`src/rtl/design02_op_sequencer_if.sv`:
```
// design02_op_sequencer_if: operand enqueue, downstream start/result/check and consumer signals.
// The master modport is the sequencer side and the slave modport is its environment.
interface design02_op_sequencer_if #(
    parameter int W     = 6,
    parameter int CNT_W = 16
);
    logic [W-1:0]     enq_a, enq_b, enq_c;
    logic             EN_enq, RDY_enq;
    logic [W-1:0]     start_a, start_b;
    logic             EN_start, STready;
    logic [W-1:0]     result_c, result;
    logic             RESready;
    logic [W-1:0]     check_d, check;
    logic             EN_check, CHready;
    logic [W-1:0]     out_data;
    logic             out_valid, EN_out;
    logic [CNT_W-1:0] issued_cnt;
    logic [7:0]       mismatch_cnt;
    modport master (
        input  enq_a, enq_b, enq_c, EN_enq, STready, result, RESready, check, CHready, EN_out,
        output RDY_enq, start_a, start_b, EN_start, result_c, check_d, EN_check,
               out_data, out_valid, issued_cnt, mismatch_cnt
    );
    modport slave (
        output enq_a, enq_b, enq_c, EN_enq, STready, result, RESready, check, CHready, EN_out,
        input  RDY_enq, start_a, start_b, EN_start, result_c, check_d, EN_check,
               out_data, out_valid, issued_cnt, mismatch_cnt
    );
endinterface

```
`src/rtl/design02_op_sequencer.sv`:
```
// design02_op_sequencer: FIFO-buffered start -> result -> check sequencer with a one-entry output register.
// Optional result scoreboard enabled by DESIGN02_SCOREBOARD_EN.
module design02_op_sequencer #(
    parameter int W     = 6,
    parameter int DEPTH = 4,
    parameter int CNT_W = 16
) (
    input logic CLK,
    input logic RST,
    design02_op_sequencer_if.master io
);
    localparam int AW = $clog2(DEPTH);
    typedef enum logic [1:0] {IDLE, START, WAIT_RES, CHECK} state_t;
    state_t         state, state_n;
    logic [1:0]     rst_sync;
    logic           rst_i;
    logic [W-1:0]   mem_a [DEPTH];
    logic [W-1:0]   mem_b [DEPTH];
    logic [W-1:0]   mem_c [DEPTH];
    logic [AW:0]    wr_ptr, rd_ptr;
    logic [AW-1:0]  rd_idx;
    logic [W-1:0]   cur_c, res_reg;
    logic           push, pop, empty, full, en_check, res_take;

    // Assertion is immediate; release is retimed to the clock.
    always_ff @(posedge CLK or posedge RST)
        if (RST) rst_sync <= 2'b11;
        else rst_sync <= {rst_sync[0], 1'b0};
    assign rst_i = rst_sync[1];

    assign rd_idx   = rd_ptr[AW-1:0];
    assign empty    = wr_ptr == rd_ptr;
    assign full     = (wr_ptr ^ rd_ptr) == {1'b1, {AW{1'b0}}};
    assign push     = io.EN_enq && !full;
    assign pop      = state == START && io.STready;
    assign res_take = state == WAIT_RES && io.RESready;
    assign io.RDY_enq = !full;

    always_ff @(posedge CLK)
        if (push) begin
            mem_a[wr_ptr[AW-1:0]] <= io.enq_a;
            mem_b[wr_ptr[AW-1:0]] <= io.enq_b;
            mem_c[wr_ptr[AW-1:0]] <= io.enq_c;
        end

    always_ff @(posedge CLK or posedge rst_i)
        if (rst_i) begin
            state         <= IDLE;
            wr_ptr        <= '0;
            rd_ptr        <= '0;
            cur_c         <= '0;
            res_reg       <= '0;
            io.out_data   <= '0;
            io.out_valid  <= 1'b0;
            io.issued_cnt <= '0;
        end else begin
            state <= state_n;
            if (push) wr_ptr <= wr_ptr + (AW+1)'(1);
            if (pop) begin
                rd_ptr        <= rd_ptr + (AW+1)'(1);
                cur_c         <= mem_c[rd_idx];
                io.issued_cnt <= io.issued_cnt + CNT_W'(1);
            end
            if (res_take) res_reg <= io.result;
            if (en_check) begin
                io.out_data  <= io.check;
                io.out_valid <= 1'b1;
            end else if (io.EN_out) io.out_valid <= 1'b0;
        end

    // Capture waits until the consumer has room, so a held result is never overwritten.
    always_comb begin
        en_check    = state == CHECK && io.CHready && (!io.out_valid || io.EN_out);
        state_n     = state == IDLE     ? (empty       ? IDLE  : START)
                    : state == START    ? (io.STready  ? WAIT_RES : START)
                    : state == WAIT_RES ? (io.RESready ? CHECK : WAIT_RES)
                    :                     (en_check    ? IDLE  : CHECK);
        io.start_a  = state == START ? mem_a[rd_idx] : '0;
        io.start_b  = state == START ? mem_b[rd_idx] : '0;
        io.EN_start = pop;
        io.result_c = state == WAIT_RES ? cur_c : '0;
        io.check_d  = state == CHECK ? res_reg : '0;
        io.EN_check = en_check;
    end

`ifdef DESIGN02_SCOREBOARD_EN
    logic [W-1:0] cur_exp;
    logic [7:0]   mis;
    always_ff @(posedge CLK or posedge rst_i)
        if (rst_i) begin
            cur_exp <= '0;
            mis     <= '0;
        end else begin
            if (pop) cur_exp <= mem_a[rd_idx] + mem_b[rd_idx];
            if (res_take && io.result != cur_exp && mis != 8'hFF) mis <= mis + 8'd1;
        end
    assign io.mismatch_cnt = mis;
`else
    assign io.mismatch_cnt = '0;
`endif
endmodule

```
`src/flat_wrapper.sv`:
```
// flat-port wrapper written by rule: the top's interface ports become plain ports
module design02_op_sequencer_flat 
#(
    parameter int W     = 6,
    parameter int DEPTH = 4,
    parameter int CNT_W = 16
)
  (CLK, RST, io_enq_a, io_enq_b, io_enq_c, io_EN_enq, io_STready, io_result, io_RESready, io_check, io_CHready, io_EN_out, io_RDY_enq, io_start_a, io_start_b, io_EN_start, io_result_c, io_check_d, io_EN_check, io_out_data, io_out_valid, io_issued_cnt, io_mismatch_cnt);
  design02_op_sequencer_if #(.W(W), .CNT_W(CNT_W)) io_i ();
  input logic CLK;
  input logic RST;
  input wire logic [$bits(io_i.enq_a)-1:0] io_enq_a;
  input wire logic [$bits(io_i.enq_b)-1:0] io_enq_b;
  input wire logic [$bits(io_i.enq_c)-1:0] io_enq_c;
  input wire logic [$bits(io_i.EN_enq)-1:0] io_EN_enq;
  input wire logic [$bits(io_i.STready)-1:0] io_STready;
  input wire logic [$bits(io_i.result)-1:0] io_result;
  input wire logic [$bits(io_i.RESready)-1:0] io_RESready;
  input wire logic [$bits(io_i.check)-1:0] io_check;
  input wire logic [$bits(io_i.CHready)-1:0] io_CHready;
  input wire logic [$bits(io_i.EN_out)-1:0] io_EN_out;
  output wire logic [$bits(io_i.RDY_enq)-1:0] io_RDY_enq;
  output wire logic [$bits(io_i.start_a)-1:0] io_start_a;
  output wire logic [$bits(io_i.start_b)-1:0] io_start_b;
  output wire logic [$bits(io_i.EN_start)-1:0] io_EN_start;
  output wire logic [$bits(io_i.result_c)-1:0] io_result_c;
  output wire logic [$bits(io_i.check_d)-1:0] io_check_d;
  output wire logic [$bits(io_i.EN_check)-1:0] io_EN_check;
  output wire logic [$bits(io_i.out_data)-1:0] io_out_data;
  output wire logic [$bits(io_i.out_valid)-1:0] io_out_valid;
  output wire logic [$bits(io_i.issued_cnt)-1:0] io_issued_cnt;
  output wire logic [$bits(io_i.mismatch_cnt)-1:0] io_mismatch_cnt;
  assign io_i.enq_a = io_enq_a;
  assign io_i.enq_b = io_enq_b;
  assign io_i.enq_c = io_enq_c;
  assign io_i.EN_enq = io_EN_enq;
  assign io_i.STready = io_STready;
  assign io_i.result = io_result;
  assign io_i.RESready = io_RESready;
  assign io_i.check = io_check;
  assign io_i.CHready = io_CHready;
  assign io_i.EN_out = io_EN_out;
  assign io_RDY_enq = io_i.RDY_enq;
  assign io_start_a = io_i.start_a;
  assign io_start_b = io_i.start_b;
  assign io_EN_start = io_i.EN_start;
  assign io_result_c = io_i.result_c;
  assign io_check_d = io_i.check_d;
  assign io_EN_check = io_i.EN_check;
  assign io_out_data = io_i.out_data;
  assign io_out_valid = io_i.out_valid;
  assign io_issued_cnt = io_i.issued_cnt;
  assign io_mismatch_cnt = io_i.mismatch_cnt;
  design02_op_sequencer #(.W(W), .DEPTH(DEPTH), .CNT_W(CNT_W)) u_core (.CLK(CLK), .RST(RST), .io(io_i));
endmodule
```
`config.mk`:
```
export PLATFORM = sky130hd
export DESIGN_NAME = design02_op_sequencer_flat
export DESIGN_NICKNAME = d
export VERILOG_FILES = /design/src/rtl/design02_op_sequencer_if.sv /design/src/rtl/design02_op_sequencer.sv /design/src/flat_wrapper.sv
export SDC_FILE = /design/constraint.sdc
export NUM_CORES = 1
export LEC_CHECK = 0
export BUFFER_PORTS_ARGS = -buffer_cell sky130_fd_sc_hd__buf_2
export CAP_MARGIN = 0
export CORE_MARGIN = 8
export CORE_UTILIZATION = 35
export DETAILED_ROUTE_END_ITERATION = 16
export PLACE_DENSITY = 0.53
export SLEW_MARGIN = 40
export SYNTH_ARGS = -nofsm -noshare
export SYNTH_HDL_FRONTEND = slang
export SYNTH_SLANG_ARGS = --single-unit
```
`constraint.sdc`:
```
create_clock -name CLK -period 2.6 [get_ports CLK]
set_input_delay 0.26 -clock CLK [delete_from_list [all_inputs] [get_ports CLK]]
set_output_delay 0.26 -clock CLK [all_outputs]
set_load 0.01 [all_outputs]
```
==> results.cfg <==
[status]
status = finished, final reports clean

[route]
drt-total-wl_um = 9599
postRouteAntennaNets = 0
routedWlPerCell_um = 16.44
num_vias = 2660
dr.first_iter.drc_count = 137
drc = 0
via_per_inst = 4.555
firstDrtPassIters = 4

[final_layout]
fill_cells = 1265
layout.nets = 434
syn_to_final_growth_pct = 24.22
layout_commonest_cell = buf_2
postLayoutCoreUtil_pct = 43.66
multiInputGateArea_um2 = 1404
final_cell_mix = buf_2 (86), edfxtp_1 (72), dfrtp_1 (43), nand2_1 (32), mux4_2 (19)
diodes = 0
stdcell_count = 584
ff_latch_area_um2 = 3291
drive_above_1_share_pct = 40.35

[setup_path]
rr_worst_depth = 3
arrival_ns = 2.04
cp-start-kind = flop
slowest_delay_ns = 0.61
cp_max_fo = 13
crit_chain = nand3_1, nor2b_1, buf_2
path_class = reg2out
cp_slowest_cell = dfrtp_1
r2r_slack_ns = 0.70
end_kind = primary output
cp_data_required_time_ns = 2.34

[timing]
setup_tns_ns = 0
drv_slew = 0
skew_ns = 0.01722
worstMarginPinSlew_ns = 0.7237
fmax_mhz = 434.7
relSlewSlack_pct = 51.66
fin_crit_sh_pct = 88.48
hold_violations = 0
fin_crit_ns = 2.301
hold_ws_ns = 0.05586
rsz0062_at_grt = false
finalSetupViolCount = 0

[global_route]
antenna_found_initial = 0
grt_use_met1_pct = 12.65
grt_use_met3_pct = 5.535
grt-ovfl-total = 0
busiest_layer = met2
met2_usage_pct = 18.97
grt_pass1_vias = 2932
gr-usage-all-layers_pct = 11.61
grt_start_max_net_pins = 44
grt_pass1_wl_um = 15590

[floorplan]
core_area_um2 = 13670
rows = 43
die_area_um2 = 17730
start_util_pct = 35.15
die_w_um = 133.2
die_h_um = 133.2
pin_count = 95

[power]
powerDensity_nw_per_um2 = 1140
power.static_leakage_nw = 2.504
ir_worst_vdd_mv = 0.5880
p_total_mw = 6.805

[placed_design]
place.gp.congestion = 0.7323
portBuffers = 86
dp_hpwl_um = 6334
place_inst = 551

[synth]
syn_area_um2 = 4803
avgSynthCellArea_um2 = 16.45
ys_types = 32
synth_top_area_share_pct = 45.01
yosysSeqAreaShare_pct = 68.51
synth_cells = 292
synthTopCellsByArea = edfxtp_1 (45%), dfrtp_1 (22%), mux4_2 (8.9%)
synth_warnings = 0
yosysTopAreaCell = edfxtp_1
synth_seq_cells = 117

[clock_network]
htree_levels = 4
clk_latency_ns = 0.42
path_clk_slew_ns = 0.06
ctsHoldBuffers = 1
cts_buffer_depth = 2
cts_setup_buffers = 0
cts_num_sinks = 117
cts_resized = 0
root_buffer = clkbuf_16
numCtsBuffers = 17
cts_tree = done

[worst_hold_path]
hp-class = in2reg
hold-path-cell-count = 1

[run]
drv_cap = 0
## final cells by class
type / count / area share [%]
flip-flops and latches: 117 / 55.15
multi-input cells: 158 / 23.53
clock inverters: 15 / 2.181
well taps: 180 / 3.774
inverters: 7 / 0.4823
repair buffers: 90 / 7.758
clock buffers: 17 / 7.129
## routing by layer
metal  vias to the layer above  part of all wire [%]
li1                       1247                     -
met1                      1318                    43
met4                         0                   1.2
met3                        10                   7.5
met5                         -                     0
met2                        85                    49
## cells in the mapped netlist
| library cell | count |
|---|---|
| xnor2_1 | 16 |
| xor2_1 | 6 |
| buf_6 | 1 |
| ha_1 | 6 |
| nand4b_4 | 1 |
| nand4b_2 | 1 |
| nor2b_1 | 13 |
| nand3_2 | 1 |
| or2_1 | 2 |
| and2b_1 | 1 |
| nor4_4 | 2 |
| dfrtp_1 | 43 |
| mux2_2 | 13 |
| buf_4 | 9 |
| inv_2 | 1 |
| and2_1 | 6 |
| nand3_1 | 6 |
| inv_1 | 6 |
| a21oi_1 | 1 |
| dfstp_2 | 2 |
| edfxtp_1 | 72 |
| conb_1 | 1 |
| nand3b_1 | 1 |
| and4_1 | 1 |
| buf_2 | 7 |
| clkbuf_1 | 1 |
| mux4_2 | 19 |
| nand2b_1 | 2 |
| and3_1 | 11 |
| nor2_1 | 4 |
| nand2_1 | 32 |
| nand4_1 | 4 |
## where the power goes
part	switching (mW)	internal, mW	leakage, nW
combinational	0.973	0.891	1.04
sequential	0.264	2.51	1.22
clock	0.852	1.31	0.251
total	2.09	4.72	2.50
## stage by stage
stage          setup WS, ns  instance area [µm²]
5_1_grt              0.1617                 5967
3_5_place_dp         0.7124                 5401
3_3_place_gp         0.5898                 5394
2_1_floorplan        0.8303                 4833
6_report             0.2994                 5967
4_1_cts              0.2515                 5967
## worst paths after layout
kind / from / endpoint
worst max-delay path: u_core.state[0] / io_EN_check
worst min-delay path: io_enq_a[1] / u_core.mem_a[2][1]
worst max register to register: u_core.state[0] / u_core.io.out_data[4]
worst min register to register: u_core.rst_sync[1] / u_core.io.issued_cnt[7]
max in group asynchronous: u_core.rst_sync[1] / u_core.cur_c[1]
min in group asynchronous: u_core.rst_sync[1] / u_core.io.issued_cnt[7]
## worst max-delay path: cells and delay by family, from the launching register on
kind | cells | cell delay (ns)
flip-flops | 1 | 0.61
buffers and inverters | 1 | 0.26
AND/OR/NAND/NOR | 2 | 0.76
## cell families after synthesis
| family | count (synthesis) | share of synthesized area [%] |
|---|---|---|
| other | 1 | 0.07807 |
| buffers and inverters | 25 | 2.995 |
| XOR/XNOR | 22 | 4.011 |
| flip-flops | 117 | 68.51 |
| AO/OA/AOI/OAI | 1 | 0.1041 |
| adder cells (fa/ha/maj) | 6 | 1.563 |
| multiplexers | 32 | 11.96 |
| AND/OR/NAND/NOR | 88 | 10.78 |
Power figures use the tool's default switching activity.
